==> src/rtl/mc_main_controller.sv <==
// ---------------------------------------------------------------------------
// mc_main_controller
//   Control unit for a multi-cycle RV32I core. A Moore FSM sequences each
//   instruction through fetch, decode, execute, memory and writeback steps.
//   A small ALU decoder turns the FSM's coarse ALU request plus the
//   funct3/funct7b5 fields into the datapath ALU operation.
//   Supported: lw, sw, R-type ALU, I-type ALU, beq/bne, jal.
//
// Ports
//   clk, rst     clock (posedge) and synchronous active-high reset
//   op           IR[6:0] opcode
//   funct3       IR[14:12]
//   funct7b5     IR[30]
//   zero         ALU zero flag for the current cycle
//   pc_write     PC load enable
//   adr_src      memory address select: 0=PC, 1=ALUOut
//   mem_write    data memory write enable
//   ir_write     IR / OldPC load enable
//   reg_write    register file WE3
//   result_src   00=ALUOut, 01=MemData, 10=ALUResult
//   alu_src_a    00=PC, 01=OldPC, 10=RD1
//   alu_src_b    00=RD2, 01=ImmExt, 10=const 4
//   imm_src      00=I, 01=S, 10=B, 11=J
//   alu_control  000 add, 001 sub, 010 and, 011 or, 100 xor, 101 slt
//   state_o      current FSM state (debug)
// ---------------------------------------------------------------------------
module mc_main_controller #(
  parameter int STATE_W = 4
) (
  input  logic               clk,
  input  logic               rst,
  input  logic [6:0]         op,
  input  logic [2:0]         funct3,
  input  logic               funct7b5,
  input  logic               zero,
  output logic               pc_write,
  output logic               adr_src,
  output logic               mem_write,
  output logic               ir_write,
  output logic               reg_write,
  output logic [1:0]         result_src,
  output logic [1:0]         alu_src_a,
  output logic [1:0]         alu_src_b,
  output logic [1:0]         imm_src,
  output logic [2:0]         alu_control,
  output logic [STATE_W-1:0] state_o
);

  localparam logic [STATE_W-1:0] S_FETCH    = STATE_W'(0);
  localparam logic [STATE_W-1:0] S_DECODE   = STATE_W'(1);
  localparam logic [STATE_W-1:0] S_MEMADR   = STATE_W'(2);
  localparam logic [STATE_W-1:0] S_MEMREAD  = STATE_W'(3);
  localparam logic [STATE_W-1:0] S_MEMWB    = STATE_W'(4);
  localparam logic [STATE_W-1:0] S_MEMWRITE = STATE_W'(5);
  localparam logic [STATE_W-1:0] S_EXECR    = STATE_W'(6);
  localparam logic [STATE_W-1:0] S_EXECI    = STATE_W'(7);
  localparam logic [STATE_W-1:0] S_ALUWB    = STATE_W'(8);
  localparam logic [STATE_W-1:0] S_BRANCH   = STATE_W'(9);
  localparam logic [STATE_W-1:0] S_JAL      = STATE_W'(10);

  localparam logic [6:0] OP_LW   = 7'b0000011;
  localparam logic [6:0] OP_SW   = 7'b0100011;
  localparam logic [6:0] OP_R    = 7'b0110011;
  localparam logic [6:0] OP_I    = 7'b0010011;
  localparam logic [6:0] OP_BR   = 7'b1100011;
  localparam logic [6:0] OP_JAL  = 7'b1101111;

  // Coarse ALU request from the FSM; the decoder below refines FUNC.
  localparam logic [1:0] ALUOP_ADD  = 2'b00;
  localparam logic [1:0] ALUOP_SUB  = 2'b01;
  localparam logic [1:0] ALUOP_FUNC = 2'b10;

  logic [STATE_W-1:0] state;
  logic [STATE_W-1:0] state_next;
  logic [1:0]         alu_op;

  // NOTE: state registers use non-blocking assignments so every flop samples
  // pre-edge values; blocking here would create order-dependent simulation.
  always_ff @(posedge clk) begin
    if (rst) state <= S_FETCH;
    else     state <= state_next;
  end

  assign state_o = state;

  // NOTE: every output gets a default before the case so no path leaves a
  // signal unassigned, which would otherwise infer a latch.
  always_comb begin
    state_next = S_FETCH;
    pc_write   = 1'b0;
    adr_src    = 1'b0;
    mem_write  = 1'b0;
    ir_write   = 1'b0;
    reg_write  = 1'b0;
    result_src = 2'b00;
    alu_src_a  = 2'b00;
    alu_src_b  = 2'b00;
    alu_op     = ALUOP_ADD;

    case (state)
      S_FETCH: begin
        ir_write   = 1'b1;
        alu_src_b  = 2'b10;
        result_src = 2'b10;
        pc_write   = 1'b1;
        state_next = S_DECODE;
      end
      S_DECODE: begin
        // Compute the branch target early; it waits in ALUOut for BRANCH.
        alu_src_a = 2'b01;
        alu_src_b = 2'b01;
        case (op)
          OP_LW, OP_SW: state_next = S_MEMADR;
          OP_R:         state_next = S_EXECR;
          OP_I:         state_next = S_EXECI;
          OP_BR:        state_next = S_BRANCH;
          OP_JAL:       state_next = S_JAL;
          default:      state_next = S_FETCH;
        endcase
      end
      S_MEMADR: begin
        alu_src_a  = 2'b10;
        alu_src_b  = 2'b01;
        state_next = (op == OP_LW) ? S_MEMREAD : S_MEMWRITE;
      end
      S_MEMREAD: begin
        adr_src    = 1'b1;
        state_next = S_MEMWB;
      end
      S_MEMWB: begin
        result_src = 2'b01;
        reg_write  = 1'b1;
      end
      S_MEMWRITE: begin
        adr_src   = 1'b1;
        mem_write = 1'b1;
      end
      S_EXECR: begin
        alu_src_a  = 2'b10;
        alu_op     = ALUOP_FUNC;
        state_next = S_ALUWB;
      end
      S_EXECI: begin
        alu_src_a  = 2'b10;
        alu_src_b  = 2'b01;
        alu_op     = ALUOP_FUNC;
        state_next = S_ALUWB;
      end
      S_ALUWB: begin
        reg_write = 1'b1;
      end
      S_BRANCH: begin
        alu_src_a = 2'b10;
        alu_op    = ALUOP_SUB;
        // Only beq/bne are implemented; other funct3 values fall through.
        pc_write  = ((funct3 == 3'b000) &&  zero) ||
                    ((funct3 == 3'b001) && !zero);
      end
      S_JAL: begin
        // Link value PC+4 goes through ALUOut while PC loads the target.
        alu_src_a  = 2'b01;
        alu_src_b  = 2'b10;
        pc_write   = 1'b1;
        state_next = S_ALUWB;
      end
      default: state_next = S_FETCH;
    endcase
  end

  always_comb begin
    case (op)
      OP_SW:   imm_src = 2'b01;
      OP_BR:   imm_src = 2'b10;
      OP_JAL:  imm_src = 2'b11;
      default: imm_src = 2'b00;
    endcase
  end

  // op[5] separates R-type (sub allowed) from I-type (addi ignores IR[30]).
  always_comb begin
    alu_control = 3'b000;
    case (alu_op)
      ALUOP_SUB:  alu_control = 3'b001;
      ALUOP_FUNC: begin
        case (funct3)
          3'b000:  alu_control = (op[5] && funct7b5) ? 3'b001 : 3'b000;
          3'b010:  alu_control = 3'b101;
          3'b100:  alu_control = 3'b100;
          3'b110:  alu_control = 3'b011;
          3'b111:  alu_control = 3'b010;
          default: alu_control = 3'b000;
        endcase
      end
      default:    alu_control = 3'b000;
    endcase
  end

endmodule

==> config.mk <==
export PLATFORM = sky130hd
export DESIGN_NAME = mc_main_controller
export DESIGN_NICKNAME = d
export VERILOG_FILES = /design/src/rtl/mc_main_controller.sv
export SDC_FILE = /design/constraint.sdc
export NUM_CORES = 1
export LEC_CHECK = 0
export BUFFER_PORTS_ARGS = -buffer_cell sky130_fd_sc_hd__clkbuf_2
export CORE_AREA = 2 2 40 42
export DETAILED_ROUTE_END_ITERATION = 8
export DIE_AREA = 0 0 42 44
export HOLD_SLACK_MARGIN = 0.08
export MAX_ROUTING_LAYER = met4
export PLACE_DENSITY = 0.84
export SETUP_SLACK_MARGIN = 0.4
export SYNTH_ARGS = -nofsm -noshare
export SYNTH_HDL_FRONTEND = slang
export SYNTH_SLANG_ARGS = --single-unit
==> constraint.sdc <==
create_clock -name clk -period 1.7 [get_ports clk]
set_input_delay 0.085 -clock clk [delete_from_list [all_inputs] [get_ports clk]]
set_output_delay 0.085 -clock clk [all_outputs]
set_load 0.1 [all_outputs]
==> results of run 1 <==
per-stage QoR:
| step | setup slack (ns) | utilization | area [um2] | hold slack (ns) |
|---|---|---|---|---|
| 2_1_floorplan | -0.5197 | - | 763.2 | 0.2298 |
| 3_3_place_gp | 0.1452 | 0.7778 | 1104 | 0.3393 |
| 3_5_place_dp | 0.04517 | 0.7778 | 1104 | 0.3726 |
cell families after synthesis:
| group | after synthesis | share of synthesized area |
|---|---|---|
| AO/OA/AOI/OAI | 14 | 0.1952 |
| XOR/XNOR | 6 | 0.09210 |
| adder cells (fa/ha/maj) | 2 | 0.04385 |
| buffers and inverters | 9 | 0.1052 |
| flip-flops | 4 | 0.1404 |
| AND/OR/NAND/NOR | 37 | 0.4232 |
==> results.yml, run 1 <==
logic_synthesis:
  ys_async_sr_fraction: 0
  syn_nets: 88
  synthDistinctLibCells: 36
  yosysWarnings: 0
  yosys.area.top_type: "dfxtp_1"
  netlist_area_um2: 570.5
  ys_ff_latch: 4
  synth_flop_cell: "dfxtp_1"
  syn_avg_cell_area_um2: 7.924
  synth_edf_count: 0
  synthTopCellsByArea: "dfxtp_1 (14%), nor3_1 (6.1%), xor2_1 (6.1%)"
  post-synth-top-count-cell: "nor3_1"
  ys_seq_area_frac: 0.1404
  synth_common_cells: "nor3_1 (7), nand2_1 (5)"
  synth_top_area_frac: 0.1404
  synthCells: 72
clocking:
  numCtsBuffers: 3
  cts_hold_buf: 0
  postCtsSetupBuffers: 16
  clk_path_buf_depth: 2
  clkSinkCount: 4
  htreeDepth: 1
  root_buffer: "clkbuf_4"
  cts.repair.resized: 43
place:
  place.gp.congestion: 0.7768
  place_inst: 123
  portBuffers: 33
  dp_hpwl_mm: 1.526
status:
  outcome: "stopped before the end"
  stop_stage: "4_1_cts"
  first-error: "[ERROR DPL-0038] Utilization greater than 100%, impossible to legalize"
floorplanning:
  io-pin-count: 34
  initial_core_util: 0.4021
  die_w_um: 42
  die_y_um: 44
  rows: 14
==> run 2: changes to the inputs <==
==> config.mk (replaced) <==
export PLATFORM = sky130hd
export DESIGN_NAME = mc_main_controller
export DESIGN_NICKNAME = d
export VERILOG_FILES = /design/src/rtl/mc_main_controller.sv
export SDC_FILE = /design/constraint.sdc
export NUM_CORES = 1
export LEC_CHECK = 0
export BUFFER_PORTS_ARGS = -buffer_cell sky130_fd_sc_hd__clkbuf_2
export CORE_AREA = 2 2 63 65
export DETAILED_ROUTE_END_ITERATION = 8
export DIE_AREA = 0 0 65 67
export PLACE_DENSITY_LB_ADDON = 0.15
export SYNTH_ARGS = -nofsm -noshare
export SYNTH_HDL_FRONTEND = slang
export SYNTH_SLANG_ARGS = --single-unit
==> run 2 against run 1 <==
  * The flow now finishes without violations
  * Synthesized cell count did not move
  * Area after synthesis stayed put
==> results.yml, run 2 <==
logic_synthesis:
  synthSimpleGateAreaFrac: 0.4232
  synth_flop_cell: "dfxtp_1"
  netlist_area_um2: 570.5
  ys_ff_latch: 4
  synthCells: 72
  synth_compound_area_frac: 0.1952
  synthAdderAreaFrac: 0.04386
  yosys.area.top_type: "dfxtp_1"
  synth_common_cells: "nor3_1 (7), nand2_1 (5)"
  synth_top_area_frac: 0.1404
  synth_edf_count: 0
  synth.area.mux_share: 0
  syn_avg_cell_area_um2: 7.924
  yosysWarnings: 0
  post-synth-top-count-cell: "nor3_1"
  synthDistinctLibCells: 36
  synthTopCellsByArea: "dfxtp_1 (14%), nor3_1 (6.1%), xor2_1 (6.1%)"
  synth_xor_area_frac: 0.09211
  syn_nets: 88
  synth_top_family_by_area: "simple AND/OR/NAND/NOR gates"
  ys_async_sr_fraction: 0
  ys_seq_area_frac: 0.1404
critical_path:
  crit_arrival_ns: 1.58
  critical_path_required_ns: 1.62
  path_buf_inv: 2
  cp_cell_sequence: "nor2b_4 -> nand3b_1 -> inv_1 -> ha_1 -> a21oi_4 -> buf_12"
  cp_max_fo: 3
  critPathCaptureType: "output pin"
  critPathMaxStageDelay_ns: 0.37
  critPathKind: "reg -> out"
  crit_family: "adder cells"
  critPathSlowestCell: "ha_1"
  start_kind: "flop"
detailed_routing:
  drc: 0
  drtAntennaViolNets: 0
  vias: 677
  via_per_inst: 4.153
  drt_first_pass_iters: 2
  drt_wl_total_mm: 1.848
  wire_per_inst_um: 11.34
  drt_iter0_markers: 13
grt:
  grt-ovfl-total: 0
  antenna_found_initial: 0
  met1_usage: 0.1147
  grt_pass1_wl_mm: 3.118
  gr-usage-met2: 0.1534
  grt.busiest_layer: "met2"
  grt_pass1_vias: 658
  grt_max_degree: 14
  grt.total_usage: 0.09253
  grtUsageMet3: 0.01520
flow_run:
  cap_violations: 0
timing:
  rsz0062_at_grt: "yes"
  final-hold-violation-count: 0
  setup_viol_count_final: 0
  fin_skew_ns: 0.002743
  slew_headroom: 0.6401
  worst_slew_pin_slew_ns: 0.5422
  fmax_ghz: 0.5991
  slew_viol_final: 0
  finalCritPeriodShare: 0.9818
  min_period_ns: 1.669
cells_and_area:
  fillers: 372
  area_growth_syn_to_layout_pct: 114.0
  fin_area_um2: 1221
  largest_register_ffs: 4
  drive_above_1_share: 0.6696
  nets: 133
  final_cell_mix: "clkbuf_2 (18), buf_4 (16), buf_12 (11)"
  final_common_cell: "clkbuf_2"
  num_antenna_cells: 0
place:
  placed_area_um2: 1111
  dp_hpwl_mm: 1.534
  place.gp.congestion: 0.7087
  portBuffers: 33
power:
  p_total_uw: 553.7
  vdd_drop_max_v: 0.0001517
  p_leak_uw: 0.0005230
  power_density_nw_per_um2: 453.4
floorplanning:
  initial_core_util: 0.1582
  io-pin-count: 34
  die_area_um2: 4355
  rows: 22
  coreArea_um2: 3606
  die_y_um: 67
  die_w_um: 65
clocking:
  cts_tree: "done"
  cts_hold_buf: 0
  clk_path_buf_depth: 2
  numCtsBuffers: 3
  clock_latency_ns: 0.22
  clkSinkCount: 4
  path_clk_slew_ns: 0.03
  htreeDepth: 1
  root_buffer: "clkbuf_8"
status:
  outcome: "finished, final reports clean"
min_path:
  hold_class: "in -> reg"
[run 2: cell counts after synthesis]
No cell type changed its count.
[run 2: worst paths after layout]
check | start | to | slack (ns) | cells after the start
worst min-delay path | rst | state_o[3]$_SDFF_PP0_ | 0.14 | 3
worst min register to register | state_o[0]$_SDFF_PP0_ | state_o[0]$_SDFF_PP0_ | 0.66 | 2
worst max-delay path | state_o[0]$_SDFF_PP0_ | alu_control[0] | 0.03 | 6
worst max register to register | state_o[1]$_SDFF_PP0_ | state_o[1]$_SDFF_PP0_ | 0.46 | 4
[run 2: layer usage]
| metal | up-vias | routed length [um] |
|---|---|---|
| met5 | - | 0 |
| met4 | 0 | 13 |
| met3 | 2 | 115 |
| met2 | 24 | 892 |
| met1 | 296 | 826 |
| li1 | 355 | - |
[run 2: repair_timing]
item	4_1_cts	5_1_grt
buffers inserted	6	0
pin swaps	3	3
cloned	0	0
gates resized for setup	6	1
endpoints found under the setup margin	2	3
[run 2: metrics by stage]
stage                 util  setup TNS [ns]  worst slack (ns)  std cells  hold WS [ns]
floorplan                -          -3.005           -0.5162         72        0.2298
global placement    0.3081               0            0.2047        154        0.3764
detailed placement  0.3081               0            0.1455        154        0.3798
CTS                 0.3373               0          0.001207        163        0.1489
global route        0.3387        -0.03898          -0.03228        163        0.1616
finish              0.3387               0           0.03090        163        0.1421
[run 2: cell type report]
| class | count | area, um2 | area share |
|---|---|---|---|
| Clock buffer | 3 | 41.29 | 0.03381 |
| Inverter | 4 | 15.01 | 0.01230 |
| Multi-Input combinational cell | 59 | 579.3 | 0.4744 |
| Sequential cell | 4 | 95.09 | 0.07787 |
| Tap cell | 48 | 60.06 | 0.04918 |
| Timing Repair Buffer | 45 | 430.4 | 0.3525 |
[run 2: where the power goes]
group	switching (uW)	internal, uW	total, uW	leakage [uW]
logic	170	89.0	259	0.000466
registers	1.38	91.9	93.3	0.0000355
clock network	50.3	151	201	0.0000216
total	222	332	554	0.000523
[run 2: cells by family (layout without fill, tap and decap cells)]
family          Yosys count  in the layout
flops                     4              4
simple gates             37             37
fa+ha+maj                 2              2
buf+inv                   9             52
xor+xnor                  6              6
compound gates           14             14
[run 2: worst reg2reg max path, cell delays in order, from the launching register on]
cell and delay (ns):
dfxtp_4 0.37, buf_4 0.20, nor2b_1 0.17, nor3b_1 0.22, o221a_2 0.21
Power figures use the tool's default switching activity.
